[src/rtl/dadda_mul16_seq.sv]
// -----------------------------------------------------------------------------
// dadda_mul16_seq
//
// 16x16 unsigned sequential multiplier.  A single 8x8 Dadda-tree multiplier is
// time-multiplexed over four cycles.  The four byte-by-byte partial products
// are shifted and summed into a 32-bit accumulator.  Requests and results use
// valid/ready handshakes.  A request tag travels with each operation.
//
// Ports (dadda_mul16_seq):
//   clock       in   1      system clock, rising edge
//   reset       in   1      asynchronous active-high reset
//   in_valid    in   1      request valid
//   in_ready    out  1      request can be accepted this cycle
//   in_a        in   16     unsigned multiplicand
//   in_b        in   16     unsigned multiplier
//   in_tag      in   TAG_W  request tag
//   out_valid   out  1      result valid
//   out_ready   in   1      sink accepts result this cycle
//   out_data    out  32     product in_a*in_b
//   out_tag     out  TAG_W  tag belonging to out_data
//   busy        out  1      operation in flight (MUL or DONE)
//   done_count  out  16     completed result handshakes, wrapping
//
// Ports (DADDA_8x8_52):
//   a    in   8   unsigned operand
//   b    in   8   unsigned operand
//   out  out  16  a*b
// -----------------------------------------------------------------------------

module DADDA_8x8_52 (
  input  logic [7:0]  a,
  input  logic [7:0]  b,
  output logic [15:0] out
);

  // Dadda column heights targeted by each reduction stage, tallest first.
  localparam int N_STAGES = 4;
  localparam int N_COLS   = 16;
  localparam int MAX_H    = 8;

  // Full adder sum/carry pair packed as {carry, sum}.
  function automatic logic [1:0] full_add(input logic x, input logic y, input logic z);
    full_add = {(x & y) | (x & z) | (y & z), x ^ y ^ z};
  endfunction

  // Half adder sum/carry pair packed as {carry, sum}.
  function automatic logic [1:0] half_add(input logic x, input logic y);
    half_add = {x & y, x ^ y};
  endfunction

  // Build the 8x8 AND-array, compress it to two rows with Dadda stages
  // (heights 6, 4, 3, 2), then add the two remaining rows.
  function automatic logic [15:0] dadda_product(input logic [7:0] x, input logic [7:0] y);
    logic [MAX_H-1:0] m  [N_COLS];
    logic [MAX_H-1:0] nm [N_COLS];
    int               h  [N_COLS];
    int               nh [N_COLS];
    int               stage_h [N_STAGES];
    int               excess;
    int               p;
    logic [1:0]       cs;
    logic [15:0]      row0;
    logic [15:0]      row1;

    stage_h = '{6, 4, 3, 2};
    for (int c = 0; c < N_COLS; c++) begin
      m[c] = {MAX_H{1'b0}};
      h[c] = 0;
    end

    // Partial-product bit a[i]&b[j] has weight i+j.
    for (int i = 0; i < 8; i++) begin
      for (int j = 0; j < 8; j++) begin
        m[i + j][h[i + j]] = x[i] & y[j];
        h[i + j] = h[i + j] + 1;
      end
    end

    for (int s = 0; s < N_STAGES; s++) begin
      for (int c = 0; c < N_COLS; c++) begin
        nm[c] = {MAX_H{1'b0}};
        nh[c] = 0;
      end
      // Carries generated in column c land in nm[c+1] before that column is
      // processed, so each column only reduces what exceeds the target once
      // the incoming carries are counted.
      for (int c = 0; c < N_COLS; c++) begin
        excess = h[c] + nh[c] - stage_h[s];
        p = 0;
        for (int k = 0; k < 4; k++) begin
          if (excess >= 2) begin
            cs = full_add(m[c][p], m[c][p + 1], m[c][p + 2]);
            nm[c][nh[c]] = cs[0];
            nh[c] = nh[c] + 1;
            if (c < N_COLS - 1) begin
              nm[c + 1][nh[c + 1]] = cs[1];
              nh[c + 1] = nh[c + 1] + 1;
            end
            p = p + 3;
            excess = excess - 2;
          end
        end
        if (excess == 1) begin
          cs = half_add(m[c][p], m[c][p + 1]);
          nm[c][nh[c]] = cs[0];
          nh[c] = nh[c] + 1;
          if (c < N_COLS - 1) begin
            nm[c + 1][nh[c + 1]] = cs[1];
            nh[c + 1] = nh[c + 1] + 1;
          end
          p = p + 2;
        end
        // Bits not consumed by an adder pass straight through.
        for (int r = 0; r < MAX_H; r++) begin
          if ((r >= p) && (r < h[c])) begin
            nm[c][nh[c]] = m[c][r];
            nh[c] = nh[c] + 1;
          end
        end
      end
      for (int c = 0; c < N_COLS; c++) begin
        m[c] = nm[c];
        h[c] = nh[c];
      end
    end

    for (int c = 0; c < N_COLS; c++) begin
      row0[c] = m[c][0];
      row1[c] = m[c][1];
    end
    dadda_product = row0 + row1;
  endfunction

  // Combinational product.
  always_comb begin
    out = dadda_product(a, b);
  end

endmodule

module dadda_mul16_seq #(
  parameter int TAG_W = 4
) (
  input  logic             clock,
  input  logic             reset,
  input  logic             in_valid,
  output logic             in_ready,
  input  logic [15:0]      in_a,
  input  logic [15:0]      in_b,
  input  logic [TAG_W-1:0] in_tag,
  output logic             out_valid,
  input  logic             out_ready,
  output logic [31:0]      out_data,
  output logic [TAG_W-1:0] out_tag,
  output logic             busy,
  output logic [15:0]      done_count
);

  typedef enum logic [1:0] {
    ST_IDLE = 2'b00,
    ST_MUL  = 2'b01,
    ST_DONE = 2'b10
  } state_t;

  state_t           state_r;
  state_t           state_nxt_s;
  logic [15:0]      a_r;
  logic [15:0]      b_r;
  logic [TAG_W-1:0] tag_r;
  logic [31:0]      acc_r;
  logic [1:0]       step_r;
  logic [15:0]      done_count_r;

  logic [7:0]       mul_a_s;
  logic [7:0]       mul_b_s;
  logic [15:0]      pp_s;
  logic [31:0]      pp_shift_s;
  logic             accept_s;
  logic             out_fire_s;

  // Operand byte selection: step[1] picks the a byte, step[0] the b byte.
  always_comb begin
    mul_a_s = step_r[1] ? a_r[15:8] : a_r[7:0];
    mul_b_s = step_r[0] ? b_r[15:8] : b_r[7:0];
  end

  DADDA_8x8_52 u_mul (
    .a   (mul_a_s),
    .b   (mul_b_s),
    .out (pp_s)
  );

  // Align the partial product to its byte-pair weight.
  always_comb begin
    pp_shift_s = 32'd0;
    case (step_r)
      2'd0:    pp_shift_s = {16'd0, pp_s};
      2'd1:    pp_shift_s = {8'd0, pp_s, 8'd0};
      2'd2:    pp_shift_s = {8'd0, pp_s, 8'd0};
      2'd3:    pp_shift_s = {pp_s, 16'd0};
      default: pp_shift_s = 32'd0;
    endcase
  end

  // Handshake decode; in_ready reaches back to out_ready so that a result
  // can retire and a new request enter on the same edge.
  always_comb begin
    in_ready   = (state_r == ST_IDLE) || ((state_r == ST_DONE) && out_ready);
    out_valid  = (state_r == ST_DONE);
    busy       = (state_r == ST_MUL) || (state_r == ST_DONE);
    accept_s   = in_valid && in_ready;
    out_fire_s = out_valid && out_ready;
  end

  // Next-state logic; the unused encoding falls back to IDLE.
  always_comb begin
    state_nxt_s = state_r;
    case (state_r)
      ST_IDLE: begin
        if (in_valid) begin
          state_nxt_s = ST_MUL;
        end else begin
          state_nxt_s = ST_IDLE;
        end
      end
      ST_MUL: begin
        if (step_r == 2'd3) begin
          state_nxt_s = ST_DONE;
        end else begin
          state_nxt_s = ST_MUL;
        end
      end
      ST_DONE: begin
        if (out_ready) begin
          state_nxt_s = in_valid ? ST_MUL : ST_IDLE;
        end else begin
          state_nxt_s = ST_DONE;
        end
      end
      default: state_nxt_s = ST_IDLE;
    endcase
  end

  // State, operand latches, accumulator and completion counter.
  always_ff @(posedge clock or posedge reset) begin
    if (reset) begin
      state_r      <= ST_IDLE;
      a_r          <= 16'd0;
      b_r          <= 16'd0;
      tag_r        <= {TAG_W{1'b0}};
      acc_r        <= 32'd0;
      step_r       <= 2'd0;
      done_count_r <= 16'd0;
    end else begin
      state_r <= state_nxt_s;
      if (accept_s) begin
        a_r    <= in_a;
        b_r    <= in_b;
        tag_r  <= in_tag;
        acc_r  <= 32'd0;
        step_r <= 2'd0;
      end else if (state_r == ST_MUL) begin
        acc_r  <= acc_r + pp_shift_s;
        step_r <= step_r + 2'd1;
      end
      if (out_fire_s) begin
        done_count_r <= done_count_r + 16'd1;
      end
    end
  end

  // Result outputs come straight from registers.
  always_comb begin
    out_data   = acc_r;
    out_tag    = tag_r;
    done_count = done_count_r;
  end

endmodule

[config.mk]
export PLATFORM = sky130hd
export DESIGN_NAME = dadda_mul16_seq
export DESIGN_NICKNAME = d
export VERILOG_FILES = /design/src/rtl/dadda_mul16_seq.sv
export SDC_FILE = /design/constraint.sdc
export NUM_CORES = 1
export LEC_CHECK = 0
export CAP_MARGIN = 10
export CORE_ASPECT_RATIO = 1.5
export CORE_MARGIN = 2
export CORE_UTILIZATION = 55
export CTS_CLUSTER_DIAMETER = 80
export DETAILED_ROUTE_END_ITERATION = 6
export GPL_TIMING_DRIVEN = 0
export MAX_ROUTING_LAYER = met4
export PLACE_DENSITY = 0.79
export RECOVER_POWER = 100
export SLEW_MARGIN = 10
export SYNTH_ARGS = -nofsm -noshare
export SYNTH_HDL_FRONTEND = slang
export SYNTH_SLANG_ARGS = --single-unit
[constraint.sdc]
create_clock -name clock -period 13.8 [get_ports clock]
set_input_delay 1.38 -clock clock [delete_from_list [all_inputs] [get_ports clock]]
set_output_delay 1.38 -clock clock [all_outputs]
set_load 0.005 [all_outputs]
==> metrics.md, run 1 <==
| Metric | Value |
|---|---|
| Fill cells | `approximately 1100` |
| Synth area leader | `dfrtp_1` |
| Worst stage delay on the critical path | `570 ps` |
| CTS resizes | `0` |
| CTS clk-pin slew, worst paths | `80 ps` |
| Synth top area cells | `dfrtp_1 29%, fa_1 9.8%, ha_1 9.7%, nand2_1 8.2%, nor2_1 5.5%` |
| Post-CTS Hold Buffers | `0` |
| IO Port Bufs | `94` |
| EDFF count, synth | `0` |
| Drc violations | `0` |
| Starting Density | `a little under three fifths` |
| Die Wd | `99.9 um` |
| Post-CTS setup buffers | `0` |
| I/O pins | `95` |
| Cell Area, Synth | `between 0.007 and 0.008 mm2` |
| Commonest non-fill, non-tap cell in the layout | `nand2_1` |
| Cts bufs inserted | `9` |
| First-pass GRT wire length | `31400 um` |
| First-pass DRT Iterations | `5` |
| Vias | `6737` |
| N_diodes | `0` |
| DR WL/cell | `16.2 um` |
| Vias per cell | `5.72` |
| RSZ-0062 raised after global routing | `false` |
| Num rows | `52` |
| Clk buf depth | `2` |
| Final hold violation count | `0` |
| Final Slew Violations | `64` |
| Post-synthesis cell type count | `63` |
| Root Driver | `clkbuf_16` |
| Drt first-iter violations | `between 300 and 400` |
| Synth Net Count | `1041` |
| Fmax | `118 MHz` |
| Initial antenna violation count | `0` |
| Outcome | `complete, but fails checks` |
| CP max FO | `10` |
| Fin nets | `1147` |
| Slew headroom | `-126%` |
| Multi-input gate area | `0.00496 mm2` |
| Clk_skew | `13.5 ps` |
| Pin count of the biggest net entering global routing | `64` |
| Yosys reg bits | `slightly below 90` |
| Final WL | `19000 um` |
| Yosys Warn Count | `0` |
| Fin crit period | `about 8500 ps` |
| Post-DP HPWL | `15000 um` |
| Max_cap viols | `1` |
| CTS tree | `yes` |
| DIE AREA | `0.0148 mm2` |
| Vias in the first global route | `6758` |
| Async SR Flop Fraction | `between 90% and 100%` |
| Worst Path Arrival | `8670 ps` |
| Ys flop type | `dfrtp_1` |
| Yosys top cell area share | `29.0%` |
| Failing checks | `max-capacitance violations, max-slew violations` |
| Startpoint Class | `register` |
| DIE HEIGHT | `between 100 and 150 um` |
| Gp weighted congestion | `0.944` |
| Crit path kind | `register to register` |
| WP data required | `14010 ps` |
| Worst slew pin tran | `3390 ps` |
| P&R area growth vs syn | `18.6%` |
| Worst hold path class | `register to register` |
| Synthesized instance count | `905` |
| CTS H-tree lvls | `3` |
| FF+latch area | `0.00220 mm2` |
| Period Utilization, post-route | `61.3%` |
| TNS Setup | `0 ps` |
| Register area share after synthesis | `between 20% and 30%` |
| Final setup violation count | `0` |
| Antenna viol nets, final | `0` |
| Gr usage total | `27.5%` |
| Share of layout cells above drive strength 1 | `under 10%` |
| Most frequent cells in the layout | `166 x nand2_1, 111 x nor2_1, 88 x dfrtp_1` |
| Clk sinks | `around 90` |
| Crit. End Element | `register` |
| Clock latency at the later pin of the worst-skew pair | `350 ps` |
| Remaining global-route overflow | `0` |
| Core area | `0.0135 mm2` |
| Synth Area per Inst | `roughly 8.4 um2` |
| Critical Path Slowest Stage Cell | `mux2i_1` |
-- through the flow --
stage	hold slack, ps	worst slack, ps	utilization [%]	instances	instance area [um2]
floorplan	445	6890	-	905	7590
global placement	457	6000	64.9	1161	8730
detailed placement	462	5970	65.1	1162	8760
CTS	479	5930	67.3	1178	9060
global route	490	4890	66.8	1178	9000
finish	471	5340	66.8	1178	9000
-- synth_stat cells, types with 2 or more instances --
cell	n
nor2_1	111
o22ai_1	4
and3_1	3
clkbuf_1	22
o21bai_1	5
mux2_2	7
a21o_1	12
nor2b_1	4
o21ai_0	29
o32ai_1	2
nand3_1	17
or4_1	3
and2_1	7
fa_1	37
nand2_1	165
o21ai_1	6
o21ai_2	2
nand4b_1	4
ha_1	59
buf_1	2
a22o_1	2
a211oi_1	5
a31oi_1	5
a21oi_2	2
or3_1	5
xnor2_1	35
a211o_1	4
o21a_1	6
dfrtp_1	88
or2_2	11
o211ai_1	3
nor4_1	2
nand2b_1	13
mux2i_1	39
xor2_1	15
nor3_1	11
a21oi_1	45
nand4_1	12
inv_1	77
-- flip-flops by register name (all words and copies together) (netlist names) --
register / cells
a_r: 16
b_r: 16
done_count: 16
out_data: 32
out_tag: 4
state_r: 2
step_r: 2
-- path summary, 6_finish.rpt --
path | cells past startpoint | slack, ps | end | startpoint
setup / recovery | 28 | 5340 | out_data[28] | step_r[0]
hold / removal | 2 | 470 | b_r[1] | b_r[1]
setup reg to reg | 28 | 5340 | out_data[28] | step_r[0]
hold reg to reg | 2 | 470 | b_r[1] | b_r[1]
max in group asynchronous | 3 | 8410 | out_data[20] | reset
min in group asynchronous | 2 | 1700 | done_count[10] | reset
-- worst max-delay path, delay by kind of cell (launching register included) --
kind	cells	cell delay [ps]
muxes	2	740
DFF	1	350
adders and majority gates	6	2790
and+or+nand+nor	4	470
xor gates and xnor gates	2	540
AOI/OAI and AO/OA	8	2440
buffers and inverters	6	980
-- cell families (layout without fill, tap and decap cells) --
kind of cell / count (synthesis) / after routing / share of synthesized area [%]
buf+inv: 103 / 214 / 5.11
xor+xnor: 50 / 50 / 5.77
compound gates: 146 / 146 / 12.6
simple gates: 376 / 376 / 21.9
mux: 46 / 46 / 6.18
flops: 88 / 88 / 29.0
fa+ha+maj: 96 / 96 / 19.5
-- per-layer routing --
| layer | GRT usage [%] | vias up | wire length [um] |
|---|---|---|---|
| met3 | 3.03 | 65 | 744 |
| met5 | - | - | 0 |
| met2 | 48.0 | 232 | 9940 |
| met1 | 30.7 | 3195 | 7430 |
| li1 | - | 3245 | - |
| met4 | 14.0 | 0 | 922 |
-- cell type report --
cell class              count  share of cell area [%]
well taps                 162                    2.25
clock buffers               9                    2.50
clock inverters             7                   0.834
repair buffers             95                    10.5
plain buffers              25                    1.06
multi-input cells         714                    55.1
inverters                  78                    3.27
flip-flops and latches     88                    24.5
Power of run 1 is not shown: default switching activity piles up to over one toggle a cycle in this logic, so the estimate is an artifact.
==> run 2, diff against run 1 <==
--- a/config.mk
+++ b/config.mk
@@ -8,12 +8,12 @@
 export CAP_MARGIN = 10
 export CORE_ASPECT_RATIO = 1.5
 export CORE_MARGIN = 2
-export CORE_UTILIZATION = 55
+export CORE_UTILIZATION = 52
 export CTS_CLUSTER_DIAMETER = 80
 export DETAILED_ROUTE_END_ITERATION = 6
 export GPL_TIMING_DRIVEN = 0
 export MAX_ROUTING_LAYER = met4
-export PLACE_DENSITY = 0.79
+export PLACE_DENSITY = 0.78
 export RECOVER_POWER = 100
 export SLEW_MARGIN = 10
 export SYNTH_ARGS = -nofsm -noshare
==> constraint.sdc (replaced) <==
create_clock -name clock -period 7.3 [get_ports clock]
set_input_delay 0.73 -clock clock [delete_from_list [all_inputs] [get_ports clock]]
set_output_delay 0.73 -clock clock [all_outputs]
set_load 0.005 [all_outputs]
==> run 2 against run 1 <==
The run still ends with max-capacitance violations, max-slew violations left. Flip-flop and latch count is the same. Utilization decreased by 2.0 points. Clock-buffer cell count unchanged. Global-route usage decreased by 0.68 points. Die area increased by 5.6%. Worst hold slack better by 7.8 ps. Sequential share of layout area fell by 0.83 points. Worst setup slack worse by 5200 ps. First-iteration DRC count fell by 18%. Register-to-register slack worse by 5200 ps. Design area grew 3.6%. Critical endpoint is now out_data[31].
==> metrics.md, run 2 (same netlist as run 1, synthesis figures left out) <==
| Metric | Value |
|---|---|
| Die Wd | `103 um (was 99.9 um)` |
| Gp weighted congestion | `0.924 (was 0.944)` |
| Core area | `0.0144 mm2 (was 0.0135 mm2)` |
| Pin count of the biggest net entering global routing | `54 (was 64)` |
| Cts bufs inserted | `9 (unchanged)` |
| Vias per cell | `5.58 (was 5.72)` |
| Setup ws final | `182 ps (was 5340 ps)` |
| CTS H-tree lvls | `3 (unchanged)` |
| Gr busiest metal | `met2 (unchanged)` |
| Most frequent cells in the layout | `165 x nand2_1, 111 x nor2_1, 86 x dfrtp_1 (was 166 x nand2_1, 111 x nor2_1, 88 x dfrtp_1)` |
| Worst slew pin tran | `2410 ps (was 3390 ps)` |
| Clock latency at the later pin of the worst-skew pair | `350 ps (about the same)` |
| DR WL/cell | `16.3 um (was 16.2 um)` |
| Crit path kind | `register to register (unchanged)` |
| Outcome | `complete, but fails checks (unchanged)` |
| Setup WS pre-CTS | `-631 ps (was 5970 ps)` |
| Gr usage total | `26.8% (was 27.5%)` |
| Fin crit period | `7120 ps (was 8460 ps)` |
| First-pass GRT wire length | `32200 um (was 31400 um)` |
| Clk buf depth | `2 (unchanged)` |
| Max_cap viols | `2 (was 1)` |
| Vias | `6828 (was 6737)` |
| Failing checks | `max-capacitance violations, max-slew violations (unchanged)` |
| Fill cells | `1207 (was 1131)` |
| CP max FO | `10 (unchanged)` |
| Final hold violation count | `0 (unchanged)` |
| Final setup violation count | `0 (unchanged)` |
| Drt first-iter violations | `261 (was 318)` |
| IO Port Bufs | `94 (unchanged)` |
| Post-DP HPWL | `15400 um (was 15000 um)` |
| Period Utilization, post-route | `97.5% (was 61.3%)` |
| Placed cell count | `1196 (was 1162)` |
| Worst Path Arrival | `7350 ps (was 8670 ps)` |
| Max reg flops | `32 (unchanged)` |
| Clk_skew | `15.8 ps (was 13.5 ps)` |
| P&R area growth vs syn | `22.9% (was 18.6%)` |
| Commonest non-fill, non-tap cell in the layout | `nand2_1 (unchanged)` |
| Worst hold path class | `register to register (unchanged)` |
| TNS Setup | `0 ps (unchanged)` |
| CTS clk-pin slew, worst paths | `80 ps (about the same)` |
| CTS tree | `yes (unchanged)` |
| Finished Core Util | `64.8% (was 66.8%)` |
| Slew headroom | `-61.4% (was -126%)` |
| I/O pins | `95 (unchanged)` |
| GR Util met2 | `45.6% (was 48.0%)` |
| Crit. End Element | `register (unchanged)` |
| GR Layer Usage met3 | `3.40% (was 3.03%)` |
| Clk sinks | `88 (unchanged)` |
| WP data required | `7530 ps (was 14010 ps)` |
| Initial antenna violation count | `0 (unchanged)` |
| DIE HEIGHT | `152 um (was 148 um)` |
| Final WL | `20000 um (was 19000 um)` |
| Share of layout cells above drive strength 1 | `7.89% (was 4.33%)` |
| Startpoint Class | `register (unchanged)` |
| Final Slew Violations | `91 (was 64)` |
| DIE AREA | `0.0156 mm2 (was 0.0148 mm2)` |
| N_diodes | `0 (unchanged)` |
| Starting Density | `52.7% (was 56.4%)` |
| Drc violations | `0 (unchanged)` |
| Fmax | `140 MHz (was 118 MHz)` |
| Vias in the first global route | `6812 (was 6758)` |
| Antenna viol nets, final | `0 (unchanged)` |
| Final cell count without fillers | `1223 (was 1178)` |
| Num rows | `54 (was 52)` |
| Remaining global-route overflow | `0 (unchanged)` |
| Fin nets | `1158 (was 1147)` |
| First-pass DRT Iterations | `5 (unchanged)` |
| Met1 Resource Use GR | `30.2% (was 30.7%)` |
| Post-CTS Hold Buffers | `0 (unchanged)` |
| Root Driver | `clkbuf_16 (unchanged)` |
==> run 2: cell types whose count changed in the layout (fill, tap and decap cells not counted), sizes merged <==
| cell | change |
|---|---|
| buf | +14 |
| clkinv | +2 |
| inv | -1 |
| clkinvlp | -1 |
| clkbuf | -3 |
==> run 2: per-stage QoR <==
stage | area, um2 | hold slack [ps]
6_report | 9330 | 479
5_1_grt | 9330 | 512
4_1_cts | 9190 | 480
3_5_place_dp | 8800 | 464
3_3_place_gp | 8780 | 457
2_1_floorplan | 7590 | 445
==> run 2: routing by layer <==
metal  share of wire, %  vias to the layer above
met5                  0                        -
met4                4.5                        0
met3                4.8                       63
met2                 53                      249
met1                 38                     3266
li1                   -                     3250
==> run 2: area by class of cell <==
| class | count | area [um2] | area share, % |
|---|---|---|---|
| Tap cell | 196 | 245 | 2.63 |
| Buffer | 23 | 106 | 1.14 |
| Multi-Input combinational cell | 714 | 5120 | 54.9 |
| Clock buffer | 9 | 225 | 2.41 |
| Timing Repair Buffer | 108 | 1040 | 11.2 |
| Sequential cell | 88 | 2200 | 23.6 |
| Clock inverter | 7 | 86.3 | 0.926 |
| Inverter | 78 | 294 | 3.15 |
==> run 2: path summary, 6_finish.rpt <==
check	start	end	slack, ps	cells after the start
setup / recovery	step_r[0]	out_data[31]	180	27
hold / removal	b_r[11]	b_r[11]	480	2
setup reg to reg	step_r[0]	out_data[31]	180	27
hold reg to reg	b_r[11]	b_r[11]	480	2
max in group asynchronous	reset	step_r[1]	3100	3
min in group asynchronous	reset	out_data[5]	1490	2
==> run 2: repair_timing <==
| item | CTS | global route |
|---|---|---|
| resized for setup | 17 | 15 |
| setup buffers | 0 | 13 |
| endpoints found under the setup margin | 19 | 13 |
| pin swaps | 0 | 2 |
| gates cloned | 0 | 0 |
| endpoints found under the hold margin | 0 | 0 |
==> run 2: critical path, stage by stage, from the launching register on <==
cell and delay, ps:
dfrtp_2 460, buf_8 190, mux2i_4 320, nor2_1 110, fa_1 540, inv_1 50, fa_1 490, inv_1 50
fa_1 470, inv_1 50, fa_1 500, inv_1 50, ha_1 350, a21oi_1 210, o21ai_2 130, a31oi_1 300
xor2_2 310, o22ai_1 170, ha_1 390, and3_1 240, nand4_1 100, a21oi_1 50, or3_1 450, a21oi_1 390
a211o_1 240, o21a_1 170, o21bai_1 120, nand3_1 90
Power of run 2 is left out for the same reason.
==> run 3, diff against run 2 <==
--- a/config.mk
+++ b/config.mk
@@ -5,9 +5,7 @@
 export SDC_FILE = /design/constraint.sdc
 export NUM_CORES = 1
 export LEC_CHECK = 0
-export CAP_MARGIN = 10
 export CORE_ASPECT_RATIO = 1.5
-export CORE_MARGIN = 2
 export CORE_UTILIZATION = 52
 export CTS_CLUSTER_DIAMETER = 80
 export DETAILED_ROUTE_END_ITERATION = 6
==> run 3 against run 2 <==
Global-route usage increased by 0.38 points. Design area decreased by 0.93%. First-iteration DRC count decreased by 30%. Sequential share of layout area increased by 0.22 points. Clock-buffer cell count unchanged. Critical path depth unchanged. Register-to-register slack improved by 120 ps. Non-clock buffer count decreased by 8. Wire length decreased by 6.0%. Cell count decreased by 0.98%. Clock skew decreased by 3.3 ps. The run still ends with max-capacitance violations, max-slew violations left.
==> metrics.md, run 3 (same netlist as run 1, synthesis figures left out) <==
| Metric | Value |
|---|---|
| Worst slew pin tran | `3280 ps (was 2410 ps)` |
| Period Utilization, post-route | `95.8% (was 97.5%)` |
| Length in cells of the worst reg-to-reg path | `27 (unchanged)` |
| Fin nets | `1150 (was 1158)` |
| Vias | `6737 (was 6828)` |
| Drc violations | `0 (unchanged)` |
| Hold Slack | `476 ps (was 479 ps)` |
| Clk buf depth | `2 (unchanged)` |
| Crit path kind | `register to register (unchanged)` |
| R2r setup slk | `310 ps (was 180 ps)` |
| Outcome | `complete, but fails checks (unchanged)` |
| Hold depth | `1 (was 2)` |
| Reg2reg start | `step_r[1] (was step_r[0])` |
| Gr usage total | `27.2% (was 26.8%)` |
| CTS clk-pin slew, worst paths | `70 ps (was 80 ps)` |
| Max_cap viols | `1 (was 2)` |
| Worst stage delay on the critical path | `550 ps (was 540 ps)` |
| First-pass GRT wire length | `31000 um (was 32200 um)` |
| Hold wc startpoint | `done_count[15] (was b_r[11])` |
| Vias in the first global route | `6733 (was 6812)` |
| Clk_skew | `12.5 ps (was 15.8 ps)` |
| Gp weighted congestion | `0.947 (was 0.924)` |
| Final setup violation count | `0 (unchanged)` |
| Clk sinks | `88 (unchanged)` |
| DR WL/cell | `15.5 um (was 16.3 um)` |
| Final WL | `18800 um (was 20000 um)` |
| Post-CTS Hold Buffers | `0 (unchanged)` |
| Starting Density | `53.7% (was 52.7%)` |
| Worst hold path class | `register to register (unchanged)` |
| Max reg flops | `32 (unchanged)` |
| Pin count of the biggest net entering global routing | `61 (was 54)` |
| Clock latency at the later pin of the worst-skew pair | `350 ps (about the same)` |
| RR Endpoint | `out_data[30] (was out_data[31])` |
| Final hold violation count | `0 (unchanged)` |
| IO Port Bufs | `94 (unchanged)` |
| Drt first-iter violations | `184 (was 261)` |
| Most frequent cells in the layout | `165 x nand2_1, 111 x nor2_1, 86 x dfrtp_1 (unchanged)` |
| DIE AREA | `0.0151 mm2 (was 0.0156 mm2)` |
| Finished Core Util | `65.4% (was 64.8%)` |
| Vias per cell | `5.56 (was 5.58)` |
| First-pass DRT Iterations | `5 (unchanged)` |
| Die Wd | `101 um (was 103 um)` |
| RSZ-0062 raised after global routing | `false` |
| Failing checks | `max-capacitance violations, max-slew violations (unchanged)` |
| Initial antenna violation count | `0 (unchanged)` |
| N_diodes | `0 (unchanged)` |
| Core area | `0.0141 mm2 (was 0.0144 mm2)` |
| Critical Path Slowest Stage Cell | `fa_1 (unchanged)` |
| Cts bufs inserted | `9 (unchanged)` |
| WP data required | `7520 ps (was 7530 ps)` |
| DIE HEIGHT | `150 um (was 152 um)` |
| CP max FO | `10 (unchanged)` |
| Remaining global-route overflow | `0 (unchanged)` |
| Worst Path Arrival | `7210 ps (was 7350 ps)` |
| Slew headroom | `-118% (was -61.4%)` |
| Crit. End Element | `register (unchanged)` |
| Startpoint Class | `register (unchanged)` |
| Commonest non-fill, non-tap cell in the layout | `nand2_1 (unchanged)` |
| Num rows | `53 (was 54)` |
| Final Slew Violations | `61 (was 91)` |
| Fin crit period | `6990 ps (was 7120 ps)` |
| I/O pins | `95 (unchanged)` |
| Fmax | `143 MHz (was 140 MHz)` |
| P&R area growth vs syn | `21.7% (was 22.9%)` |
| CTS H-tree lvls | `3 (unchanged)` |
| Antenna viol nets, final | `0 (unchanged)` |
| Worst Hold End | `done_count[15] (was b_r[11])` |
| CTS tree | `yes (unchanged)` |
| Post-DP HPWL | `14900 um (was 15400 um)` |
| Share of layout cells above drive strength 1 | `7.26% (was 7.89%)` |
| Root Driver | `clkbuf_16 (unchanged)` |
==> run 3: changes by cell type in the layout (fill, tap and decap cells not counted), moves of 2 or more <==
| cell | previous run | this run |
|---|---|---|
| o21ai_1 | 8 | 6 |
| clkinv_8 | 3 | 0 |
| buf_4 | 13 | 6 |
| inv_8 | 1 | 3 |
==> run 3: repair_timing <==
| action | 4_1_cts | 5_1_grt |
|---|---|---|
| cloned | 0 | 0 |
| setup buffers | 0 | 6 |
| endpoints found under the setup margin | 18 | 16 |
| pin swaps | 0 | 4 |
| hold endpoints to repair | 0 | 0 |
| resized for setup | 18 | 14 |
==> run 3: layout make-up <==
class | instances | area [um2]
plain buffers | 22 | 103
clock buffers | 9 | 225
clock inverters | 7 | 85.1
fillers | 1236 | 4880
inverters | 78 | 294
multi-input cells | 714 | 5100
flip-flops and latches | 88 | 2200
well taps | 192 | 240
repair buffers | 101 | 990
==> run 3: worst max-delay path by stage <==
stage	startpoint	endpoint	slack, ps
after floorplan	step_r[0]	out_data[30]	390
after global placement	step_r[1]	out_data[30]	-520
after detailed placement	step_r[1]	out_data[30]	-590
after CTS	step_r[0]	out_data[30]	20
after global routing	step_r[1]	out_data[24]	6
final	step_r[1]	out_data[30]	310
==> run 3: metrics by stage <==
stage	instance area, um2	instances	setup TNS [ps]	setup WS (ps)
5_1_grt	9240	1211	0	6.39
3_5_place_dp	8800	1192	-6310	-588
2_1_floorplan	7590	905	0	388
6_report	9240	1211	0	306
4_1_cts	9200	1208	0	18.8
3_3_place_gp	8770	1191	-5010	-518
==> run 3: layer usage <==
layer,up-vias,GRT usage [%],share of wire [%]
met2,221,47.6,53
met4,0,15.1,4.4
met5,-,-,0
met3,59,3.32,4.6
met1,3213,29.5,38
li1,3244,-,-
==> run 3: critical path, delay by kind of cell, from the launching register on <==
| family | cells | cell delay (ps) |
|---|---|---|
| and+or+nand+nor | 7 | 1540 |
| adders and majority gates | 6 | 2530 |
| buffers and inverters | 5 | 370 |
| xor gates and xnor gates | 1 | 320 |
| muxes | 1 | 450 |
| DFF | 1 | 480 |
| AOI/OAI and AO/OA | 7 | 1160 |
Power of run 3 is left out for the same reason.
